### config.mk
export PLATFORM = sky130hd
export DESIGN_NAME = mux_arbiter_4x1_flat
export DESIGN_NICKNAME = d
export VERILOG_FILES = /design/src/rtl/mux_arbiter_4x1_pkg.sv /design/src/rtl/mux_arbiter_4x1_if.sv /design/src/rtl/mux_arbiter_4x1_rr_picker.sv /design/src/rtl/mux_arbiter_4x1.sv /design/src/flat_wrapper.sv
export SDC_FILE = /design/constraint.sdc
export NUM_CORES = 1
export LEC_CHECK = 0
export CAP_MARGIN = 20
export CORE_MARGIN = 3
export CORE_UTILIZATION = 39
export DETAILED_ROUTE_END_ITERATION = 10
export GPL_TIMING_DRIVEN = 0
export PLACE_DENSITY = 0.86
export SYNTH_ARGS = -nofsm -noshare
export SYNTH_HDL_FRONTEND = slang
export SYNTH_SLANG_ARGS = --single-unit
### constraint.sdc
create_clock -name clk -period 4.5 [get_ports clk]
set_input_delay 0.45 -clock clk [delete_from_list [all_inputs] [get_ports clk]]
set_output_delay 0.45 -clock clk [all_outputs]
set_load 0.05 [all_outputs]
### src/rtl/mux_arbiter_4x1_pkg.sv
// Shared types and constants for the 4-to-1 round-robin mux arbiter.
package mux_arb_pkg;

  localparam int N_REQ = 4;
  localparam int IDX_W = 2;

  typedef enum logic [0:0] {
    ST_IDLE  = 1'b0,
    ST_GRANT = 1'b1
  } state_e;

  // Hold counter width: max(1, clog2(max_hold)).
  function automatic int cnt_width(input int max_hold);
    int w;
    w = $clog2(max_hold);
    return (w < 1) ? 1 : w;
  endfunction

endpackage

### src/rtl/mux_arbiter_4x1_if.sv
// Requester/data bus of the mux arbiter. The master side drives requests and
// operands; the slave side (the arbiter) returns grant, select and the
// registered operand. dbg_state/dbg_cnt expose the FSM for observation.
// Handshake: a source k holding req[k] high is served while gnt[k] is high;
// y carries valid data whenever y_valid is high. Dropping req releases the grant.
interface mux_arbiter_4x1_if
  import mux_arb_pkg::*;
#(
  parameter int WIDTH    = 32,
  parameter int MAX_HOLD = 8
);
  localparam int CNT_W = cnt_width(MAX_HOLD);

  logic [N_REQ-1:0] req;
  logic [WIDTH-1:0] i0;
  logic [WIDTH-1:0] i1;
  logic [WIDTH-1:0] i2;
  logic [WIDTH-1:0] i3;
  logic [N_REQ-1:0] gnt;
  logic [IDX_W-1:0] sel;
  logic [WIDTH-1:0] y;
  logic             y_valid;
  state_e           dbg_state;
  logic [CNT_W-1:0] dbg_cnt;

  modport master (
    output req, i0, i1, i2, i3,
    input  gnt, sel, y, y_valid, dbg_state, dbg_cnt
  );

  modport slave (
    input  req, i0, i1, i2, i3,
    output gnt, sel, y, y_valid, dbg_state, dbg_cnt
  );

endinterface

### src/rtl/mux_arbiter_4x1_rr_picker.sv
// Combinational round-robin picker: scans last+1 .. last+4 (mod 4) and
// returns the first set bit of the vector.
module rr_picker
  import mux_arb_pkg::*;
(
  input  logic [N_REQ-1:0] i_vec,
  input  logic [IDX_W-1:0] i_last,
  output logic [IDX_W-1:0] o_idx,
  output logic             o_found
);

  // First set bit in rotating order starting just after the last winner.
  always_comb begin
    logic [IDX_W-1:0] w_cand;
    o_idx   = '0;
    o_found = 1'b0;
    w_cand  = '0;
    for (int k = 1; k <= N_REQ; k++) begin
      w_cand = i_last + IDX_W'(k);
      if (!o_found && i_vec[w_cand]) begin
        o_idx   = w_cand;
        o_found = 1'b1;
      end
    end
  end

endmodule

### src/rtl/mux_arbiter_4x1.sv
// Round-robin arbiter and sequencer for the shared 4-to-1 operand mux.
// Grants one requester at a time, limits consecutive ownership to MAX_HOLD
// cycles when others wait, and registers the selected operand with a valid flag.
module mux_arbiter_4x1
  import mux_arb_pkg::*;
#(
  parameter int WIDTH    = 32,
  parameter int MAX_HOLD = 8
)(
  input  logic              clk,
  input  logic              rst_n,
  mux_arbiter_4x1_if.slave  bus
);

  localparam int               CNT_W   = cnt_width(MAX_HOLD);
  localparam logic [CNT_W-1:0] CNT_MAX = CNT_W'(MAX_HOLD - 1);

  state_e           r_state;
  logic [N_REQ-1:0] r_gnt;
  logic [IDX_W-1:0] r_sel;
  logic [IDX_W-1:0] r_last;
  logic [CNT_W-1:0] r_cnt;
  logic [WIDTH-1:0] r_y;
  logic             r_y_valid;

  logic [N_REQ-1:0] w_owner_oh;
  logic [N_REQ-1:0] w_others;
  logic [N_REQ-1:0] w_pick_vec;
  logic [IDX_W-1:0] w_win;
  logic             w_found;
  logic             w_serve;
  logic [WIDTH-1:0] w_sel_data;

  assign w_owner_oh = N_REQ'(1) << r_sel;
  assign w_others   = bus.req & ~w_owner_oh;
  // One picker serves both cases: fresh pick from IDLE, hand-off in GRANT.
  assign w_pick_vec = (r_state == ST_GRANT) ? w_others : bus.req;
  assign w_serve    = |(r_gnt & bus.req);

  rr_picker u_picker (
    .i_vec   (w_pick_vec),
    .i_last  (r_last),
    .o_idx   (w_win),
    .o_found (w_found)
  );

  // Operand select from the registered owner index.
  always_comb begin
    w_sel_data = bus.i0;
    case (r_sel)
      2'd0:    w_sel_data = bus.i0;
      2'd1:    w_sel_data = bus.i1;
      2'd2:    w_sel_data = bus.i2;
      default: w_sel_data = bus.i3;
    endcase
  end

  // Arbitration FSM: grant, hold counter, forced rotation and release.
  always_ff @(posedge clk) begin
    if (!rst_n) begin
      r_state <= ST_IDLE;
      r_gnt   <= '0;
      r_sel   <= '0;
      r_last  <= 2'd3;
      r_cnt   <= '0;
    end else begin
      case (r_state)
        ST_IDLE: begin
          if (w_found) begin
            r_state <= ST_GRANT;
            r_gnt   <= N_REQ'(1) << w_win;
            r_sel   <= w_win;
            r_last  <= w_win;
            r_cnt   <= '0;
          end
        end
        default: begin
          if (!bus.req[r_sel] || (r_cnt == CNT_MAX)) begin
            if (w_found) begin
              // Owner released or used up its hold budget with others waiting.
              r_gnt  <= N_REQ'(1) << w_win;
              r_sel  <= w_win;
              r_last <= w_win;
              r_cnt  <= '0;
            end else if (!bus.req[r_sel]) begin
              // Nobody left: drop to idle, select keeps its value.
              r_state <= ST_IDLE;
              r_gnt   <= '0;
              r_cnt   <= '0;
            end else begin
              // Sole requester at the limit keeps the grant; counter wraps.
              r_cnt <= '0;
            end
          end else begin
            r_cnt <= r_cnt + CNT_W'(1);
          end
        end
      endcase
    end
  end

  // Output register: capture the owner's operand while it is still requesting.
  always_ff @(posedge clk) begin
    if (!rst_n) begin
      r_y       <= '0;
      r_y_valid <= 1'b0;
    end else begin
      r_y_valid <= w_serve;
      if (w_serve) begin
        r_y <= w_sel_data;
      end
    end
  end

  assign bus.gnt       = r_gnt;
  assign bus.sel       = r_sel;
  assign bus.y         = r_y;
  assign bus.y_valid   = r_y_valid;
  assign bus.dbg_state = r_state;
  assign bus.dbg_cnt   = r_cnt;

endmodule

### src/flat_wrapper.sv
// flat-port wrapper written by rule: the top's interface ports become plain ports
module mux_arbiter_4x1_flat import mux_arb_pkg::*;
#(
  parameter int WIDTH    = 32,
  parameter int MAX_HOLD = 8
)
  (clk, rst_n, bus_req, bus_i0, bus_i1, bus_i2, bus_i3, bus_gnt, bus_sel, bus_y, bus_y_valid, bus_dbg_state, bus_dbg_cnt);
  mux_arbiter_4x1_if #(.WIDTH(WIDTH), .MAX_HOLD(MAX_HOLD)) bus_i ();
  input  logic clk;
  input  logic rst_n;
  input wire logic [$bits(bus_i.req)-1:0] bus_req;
  input wire logic [$bits(bus_i.i0)-1:0] bus_i0;
  input wire logic [$bits(bus_i.i1)-1:0] bus_i1;
  input wire logic [$bits(bus_i.i2)-1:0] bus_i2;
  input wire logic [$bits(bus_i.i3)-1:0] bus_i3;
  output wire logic [$bits(bus_i.gnt)-1:0] bus_gnt;
  output wire logic [$bits(bus_i.sel)-1:0] bus_sel;
  output wire logic [$bits(bus_i.y)-1:0] bus_y;
  output wire logic [$bits(bus_i.y_valid)-1:0] bus_y_valid;
  output wire logic [$bits(bus_i.dbg_state)-1:0] bus_dbg_state;
  output wire logic [$bits(bus_i.dbg_cnt)-1:0] bus_dbg_cnt;
  assign bus_i.req = bus_req;
  assign bus_i.i0 = bus_i0;
  assign bus_i.i1 = bus_i1;
  assign bus_i.i2 = bus_i2;
  assign bus_i.i3 = bus_i3;
  assign bus_gnt = bus_i.gnt;
  assign bus_sel = bus_i.sel;
  assign bus_y = bus_i.y;
  assign bus_y_valid = bus_i.y_valid;
  assign bus_dbg_state = bus_i.dbg_state;
  assign bus_dbg_cnt = bus_i.dbg_cnt;
  mux_arbiter_4x1 #(.WIDTH(WIDTH), .MAX_HOLD(MAX_HOLD)) u_core (.clk(clk), .rst_n(rst_n), .bus(bus_i));
endmodule
# --- Word level (Yosys, flattened, before mapping) ---
# Cells that the tools add are included.
# Widths: inputs -> output; s select.
word_totals:
  output_inout_bits: 43
  ff_bits: 45
op_classes:
  n_mux: 39
  magnitude_cmp: 5
  n_addsub: 4
  bitwise_logic: 3
  n_reduce_logical: 12
  eq_ne: 5
  n_shift: 2
op_table:
  columns: ["op", "count"]
  rows:
  - ["$pmux 32 s3", 1]
  - ["$mux 4", 6]
  - ["$mux 2", 10]
  - ["$lt 2x3->1 const B", 5]
  - ["$mux 1", 14]
  - ["$bmux 1 s2", 5]
  - ["$mux 3", 3]
  - ["$and 4x4->4", 2]
  - ["$shl 1x2->4 const A", 2]
  - ["$add 2x2->2 const B", 2]
  - ["$logic_not 1->1", 4]
  - ["$not 4->4", 1]
  - ["$reduce_or 4->1", 1]
  - ["$add 3x1->3 const B", 1]
  - ["$eq 3x3->1 const B", 1]
  - ["$logic_and 1x1->1", 3]
  - ["$ne 3x3->1 const B", 1]
  - ["$reduce_and 3->1", 1]
  - ["$add 2x1->2 const B", 1]
  - ["$eq 2x1->1 const B", 1]
  - ["$eq 2x2->1 const B", 1]
  - ["$logic_not 2->1", 1]
  - ["$ne 2x2->1 const B", 1]
  - ["$reduce_bool 2->1", 1]
  - ["$logic_or 1x1->1", 1]

# --- Depth between registers and ports, before layout ---
logic_depth:
  ltp_word: 20
  depth_mapped: 7

# --- Hierarchy ---
# From an unflattened synthesis, not the netlist that was laid out.
unflattened:
  cells_unflattened: 268
  area_unflattened_um2: 2761.4
by_module_without_submodules:
  columns: ["module", "seq_area_each_um2", "cells_per_inst", "n_inst", "area_each_um2"]
  rows:
  - ["mux_arbiter_4x1", 900.9, 254, 1, 2670.1]
  - ["rr_picker", 0.0, 14, 1, 91.3]

# --- Least setup slack after synthesis ---
# No wires, ideal clock.
synth_path:
  path_kind: "flip-flop to flip-flop"
  from: "register u_core.r_sel[1], in the netlist u_core.bus.sel[1]"
  to: "register u_core.r_last[0]"
  path_slack_ps: 2431
  required_time_ps: 4377
  arrival_ps: 1946
  synth_period_minus_slack_ps: 2069
  stages_incl_launch_ff: 7
  path_buffers: 1
  cell_sequence: "dfxtp_1 -> buf_2 -> mux4_2 -> nand2_2 -> o21ai_2 -> nor3_1 -> o21ai_1"
synth_via:
  elab_chain_cells: 19
  elab_cells_between_ends: 34
synth_rtl:
  columns: ["element", "line", "text"]
  rows:
  - ["from (decl)", "mux_arbiter_4x1.sv:20", "logic [IDX_W-1:0] r_sel;"]
  - ["from (signal assigned)", "mux_arbiter_4x1.sv:72", "r_sel <= w_win;"]
  - ["from (signal assigned)", "mux_arbiter_4x1.sv:82", "r_sel <= w_win;"]
  - ["$shl 1x2->4", "mux_arbiter_4x1.sv:34", "assign w_owner_oh = N_REQ'(1) << r_sel;"]
  - ["$not 4->4", "mux_arbiter_4x1.sv:35", "assign w_others = bus.req & ~w_owner_oh;"]
  - ["$and 4x4->4", "mux_arbiter_4x1.sv:35", null]
  - ["$mux 4", "mux_arbiter_4x1.sv:37", "assign w_pick_vec = (r_state == ST_GRANT) ? w_others : bus.req;"]
  - ["$bmux 1 s2", "mux_arbiter_4x1_rr_picker.sv:20", "if (!o_found && i_vec[w_cand]) begin"]
  - ["$mux 1 (not written as such)", "mux_arbiter_4x1_rr_picker.sv:20", null]
  - ["$mux 1", "mux_arbiter_4x1_rr_picker.sv:20", null]
  - ["$logic_not 1->1", "mux_arbiter_4x1_rr_picker.sv:20", null]
  - ["[3 not listed]", null, null]
  - ["$logic_and 1x1->1", "mux_arbiter_4x1_rr_picker.sv:20", null]
  - ["$mux 1", "mux_arbiter_4x1_rr_picker.sv:20", null]
  - ["$logic_not 1->1", "mux_arbiter_4x1_rr_picker.sv:20", null]
  - ["$logic_and 1x1->1", "mux_arbiter_4x1_rr_picker.sv:20", null]
  - ["$mux 2 or $mux 1 (tied branches)", "mux_arbiter_4x1_rr_picker.sv:20", null]
  - ["$mux 2", "mux_arbiter_4x1.sv:69, mux_arbiter_4x1.sv:79", null]
  - ["$mux 2", "mux_arbiter_4x1.sv:78", "if (!bus.req[r_sel] || (r_cnt == CNT_MAX)) begin"]
  - ["$mux 2", "mux_arbiter_4x1.sv:67", "case (r_state)"]
  - ["to (signal assigned)", "mux_arbiter_4x1.sv:73", "r_last <= w_win;"]
  - ["to (signal assigned)", "mux_arbiter_4x1.sv:83", "r_last <= w_win;"]
  - ["to (decl)", "mux_arbiter_4x1.sv:21", "logic [IDX_W-1:0] r_last;"]
# Several ways; a longest one is shown, not always the timed one. The select of a mux whose other input is x is not followed.
# A chain may end at the register's enable or synchronous reset.

# --- Worst setup path after layout ---
layout_path:
  from: "input port bus_req[0]"
  to: "register u_core.r_y[6], in the netlist u_core.bus.y[6]"
layout_via:
  elab_chain_cells: 2
layout_rtl:
  columns: ["element", "line", "text"]
  rows:
  - ["from (decl)", "flat_wrapper.sv:11", "input wire logic [$bits(bus_i.req)-1:0] bus_req;"]
  - ["$and 4x4->4", "mux_arbiter_4x1.sv:38", "assign w_serve = |(r_gnt & bus.req);"]
  - ["$reduce_or 4->1", "mux_arbiter_4x1.sv:38", null]
  - ["to (signal assigned)", "mux_arbiter_4x1.sv:110", "r_y <= w_sel_data;"]
  - ["to (decl)", "mux_arbiter_4x1.sv:23", "logic [WIDTH-1:0] r_y;"]
# Every way passes these cells.

==> flow_metrics.env <==
export IMPL_status="finished, final reports clean"
export IMPL_synth_top_cells_by_area="dfxtp_1, mux4_2, nand2_1"
export IMPL_gp_congestion=0.914
export IMPL_setup_violations=0
export IMPL_synthSimpleGateAreaFrac_pct=15.4
export IMPL_drc=0
export IMPL_num_vias=2818
export IMPL_syn_nets=407
export IMPL_htreeDepth=2
export IMPL_hold_class="register to register"
export IMPL_start_util_pct=41.4
export IMPL_nFillCells=486
export IMPL_avgSynthCellArea_um2=9.98
export IMPL_grt_max_degree=14
export IMPL_grt_pass1_wl_um=12300
export IMPL_area_growth_pct=71.8
export IMPL_max_cap_viol_count=0
export IMPL_post_cts_buffers=0
export IMPL_die_area_um2=7970
export IMPL_seq_area_um2=901
export IMPL_cts_tree="done"
export IMPL_grt_pass1_vias=2668
export IMPL_synthAdderAreaFrac_pct=0.925
export IMPL_num_rows=29
export IMPL_core_region_area_um2=6530
export IMPL_design_area_um2=4650
export IMPL_start_kind="primary input"
export IMPL_setup_ws_ns=2.36
export IMPL_root_buffer="clkbuf_8"
export IMPL_place_area_um2=4540
export IMPL_synth_top_family_by_area="multiplexers"
export IMPL_worst_pin_slew_ns=0.563
export IMPL_ys_warn_count=0
export IMPL_fp_dieH_um=89.3
export IMPL_cts_clk_slew_worst_paths_ns=0.09
export IMPL_worst_clock_skew_ns=0.00980
export IMPL_muxShareOfSynthArea_pct=29.1
export IMPL_antenna_left=0
export IMPL_fin_tns_setup_ns=0
export IMPL_wl_per_cell_um=16.7
export IMPL_ios=177
export IMPL_post_place_cells=522
export IMPL_ys_async_sr_fraction_pct=0
export IMPL_rsz0062_at_grt="no"
export IMPL_power_density_nw_per_um2=366
export IMPL_synthCells=271
export IMPL_slew_headroom_pct=62.4
export IMPL_cts_buffer_depth=2
export IMPL_nets=588
export IMPL_yosys_area_top_type="dfxtp_1"
export IMPL_syn_area_um2=2700
export IMPL_dp_hpwl_um=7260
export IMPL_antenna_found_initial=0
export IMPL_ys_seq_area_share_pct=33.3
export IMPL_crit_arrival_ns=2.36
export IMPL_layout_drive_gt1_share_pct=15.3
export IMPL_fmax_ghz=0.468
export IMPL_synth_compound_area_share_pct=16.0
export IMPL_synth_edf_count=0
export IMPL_crit_fanout=10
export IMPL_required_ns=4.73
export IMPL_drt_total_wl_um=8860
export IMPL_hold_ws_ns=0.453
export IMPL_antenna_cells=0
export IMPL_p_leak_nw=1.64
export IMPL_ys_ff_latch=45
export IMPL_fin_crit_ns=2.14
export IMPL_via_per_inst=5.33
export IMPL_io_buffers=174
export IMPL_drt_initial_drc_count=90
export IMPL_die_w_um=89.3
export IMPL_finalMaxSlewViolations=0
export IMPL_finalHoldViolations=0
export IMPL_ctsResizeCount=0
export IMPL_synth_xor_area_share_pct=0
export IMPL_synth_ff_type="dfxtp_1"
export IMPL_multiInputGateArea_um2=1660
export IMPL_numCtsBuffers=5
export IMPL_overflow=0
export IMPL_critical_path_class="primary input to register"
export IMPL_synth_commonest_cells="nand2_1, dfxtp_1, a21oi_1"
export IMPL_period_share_pct=47.5
export IMPL_synth_top_cell_area_share_pct=33.3
export IMPL_ctsHoldBuffers=0
export IMPL_synth_most_common_cell="nand2_1"
export IMPL_clock_sinks=45
export IMPL_end_kind="register"
export IMPL_first_pass_iters=4
export IMPL_clock_latency_ns=0.29
export IMPL_synthDistinctLibCells=44
export IMPL_irDropWorstVdd_v=0.000235
export IMPL_final_cells=529
export IMPL_place_ws_ns=2.06
export IMPL_grt_usage_pct=20.1
[cells in the final DEF, fill, tap and decap left out, drive strengths merged, types with 3 or more instances in the layout]
cell / count
a31oi: 4
nand2: 70
mux2i: 4
clkdlybuf4s50: 174
clkbuf: 12
inv: 4
nand3: 4
and2: 4
dfxtp: 45
buf: 16
a21oi: 37
nor3: 3
mux4: 33
nor2: 12
a22oi: 5
[registers in the layout, indices dropped and copies added (netlist names)]
| name | flops |
|---|---|
| u_core.bus.dbg_cnt | 3 |
| u_core.bus.dbg_state | 1 |
| u_core.bus.gnt | 4 |
| u_core.bus.sel | 2 |
| u_core.bus.y | 32 |
| u_core.bus.y_valid | 1 |
| u_core.r_last | 2 |
[through the flow]
step | util, % | total power [mW]
final | 71.1 | 1.70
after detailed placement | 69.5 | 1.42
after CTS | 71.1 | 1.71
after global placement | 69.5 | 1.40
after floorplan | - | 1.10
after global routing | 71.1 | 1.79
[power by group]
group / internal, mW / switching, mW / total, mW
clock: 0.162 / 0.132 / 0.294
sequential: 0.463 / 0.0370 / 0.500
combinational: 0.407 / 0.501 / 0.908
[worst paths after layout]
| path | start | end | slack (ns) | depth (start not counted) |
|---|---|---|---|---|
| max | bus_req[0] | u_core.bus.y[6]$_SDFFE_PN0P_ | 2.36 | 7 |
| min | u_core.bus.y[23]$_SDFFE_PN0P_ | u_core.bus.y[23]$_SDFFE_PN0P_ | 0.45 | 2 |
| max reg2reg | u_core.bus.sel[0]$_SDFFE_PN0P_ | u_core.bus.gnt[3]$_SDFFE_PN0P_ | 2.58 | 6 |
| min reg2reg | u_core.bus.y[23]$_SDFFE_PN0P_ | u_core.bus.y[23]$_SDFFE_PN0P_ | 0.45 | 2 |
[area by class of cell]
class	count	area share, %
inverter	5	0.404
clock buffer	5	1.48
tap	77	2.07
timing repair buffer	174	37.5
sequential	45	19.4
multi-input combinational	198	35.8
clock inverter	2	0.754
buffer	23	2.64
[per-layer routing]
metal | vias to the layer above | GRT usage, % | share of wire [%]
met5 | - | 0 | 0
met4 | 0 | 4.74 | 0.84
met3 | 6 | 5.44 | 9.7
met2 | 135 | 36.2 | 51
met1 | 1322 | 23.7 | 39
li1 | 1355 | - | -
[cell families after synthesis]
group                    count (synthesis)
AND/OR/NAND/NOR                         98
AO/OA/AOI/OAI                           61
flip-flops                              45
multiplexers                            37
buffers and inverters                   28
adder cells (fa/ha/maj)                  2
[critical path, stage by stage]
cell and delay (ns):
clkdlybuf4s50_1 0.54, a22oi_1 0.29, and2_1 0.16, clkbuf_1 0.25, clkbuf_1 0.40, nand2_1 0.13, a21oi_1 0.14
(Power assumes the default switching activity.)
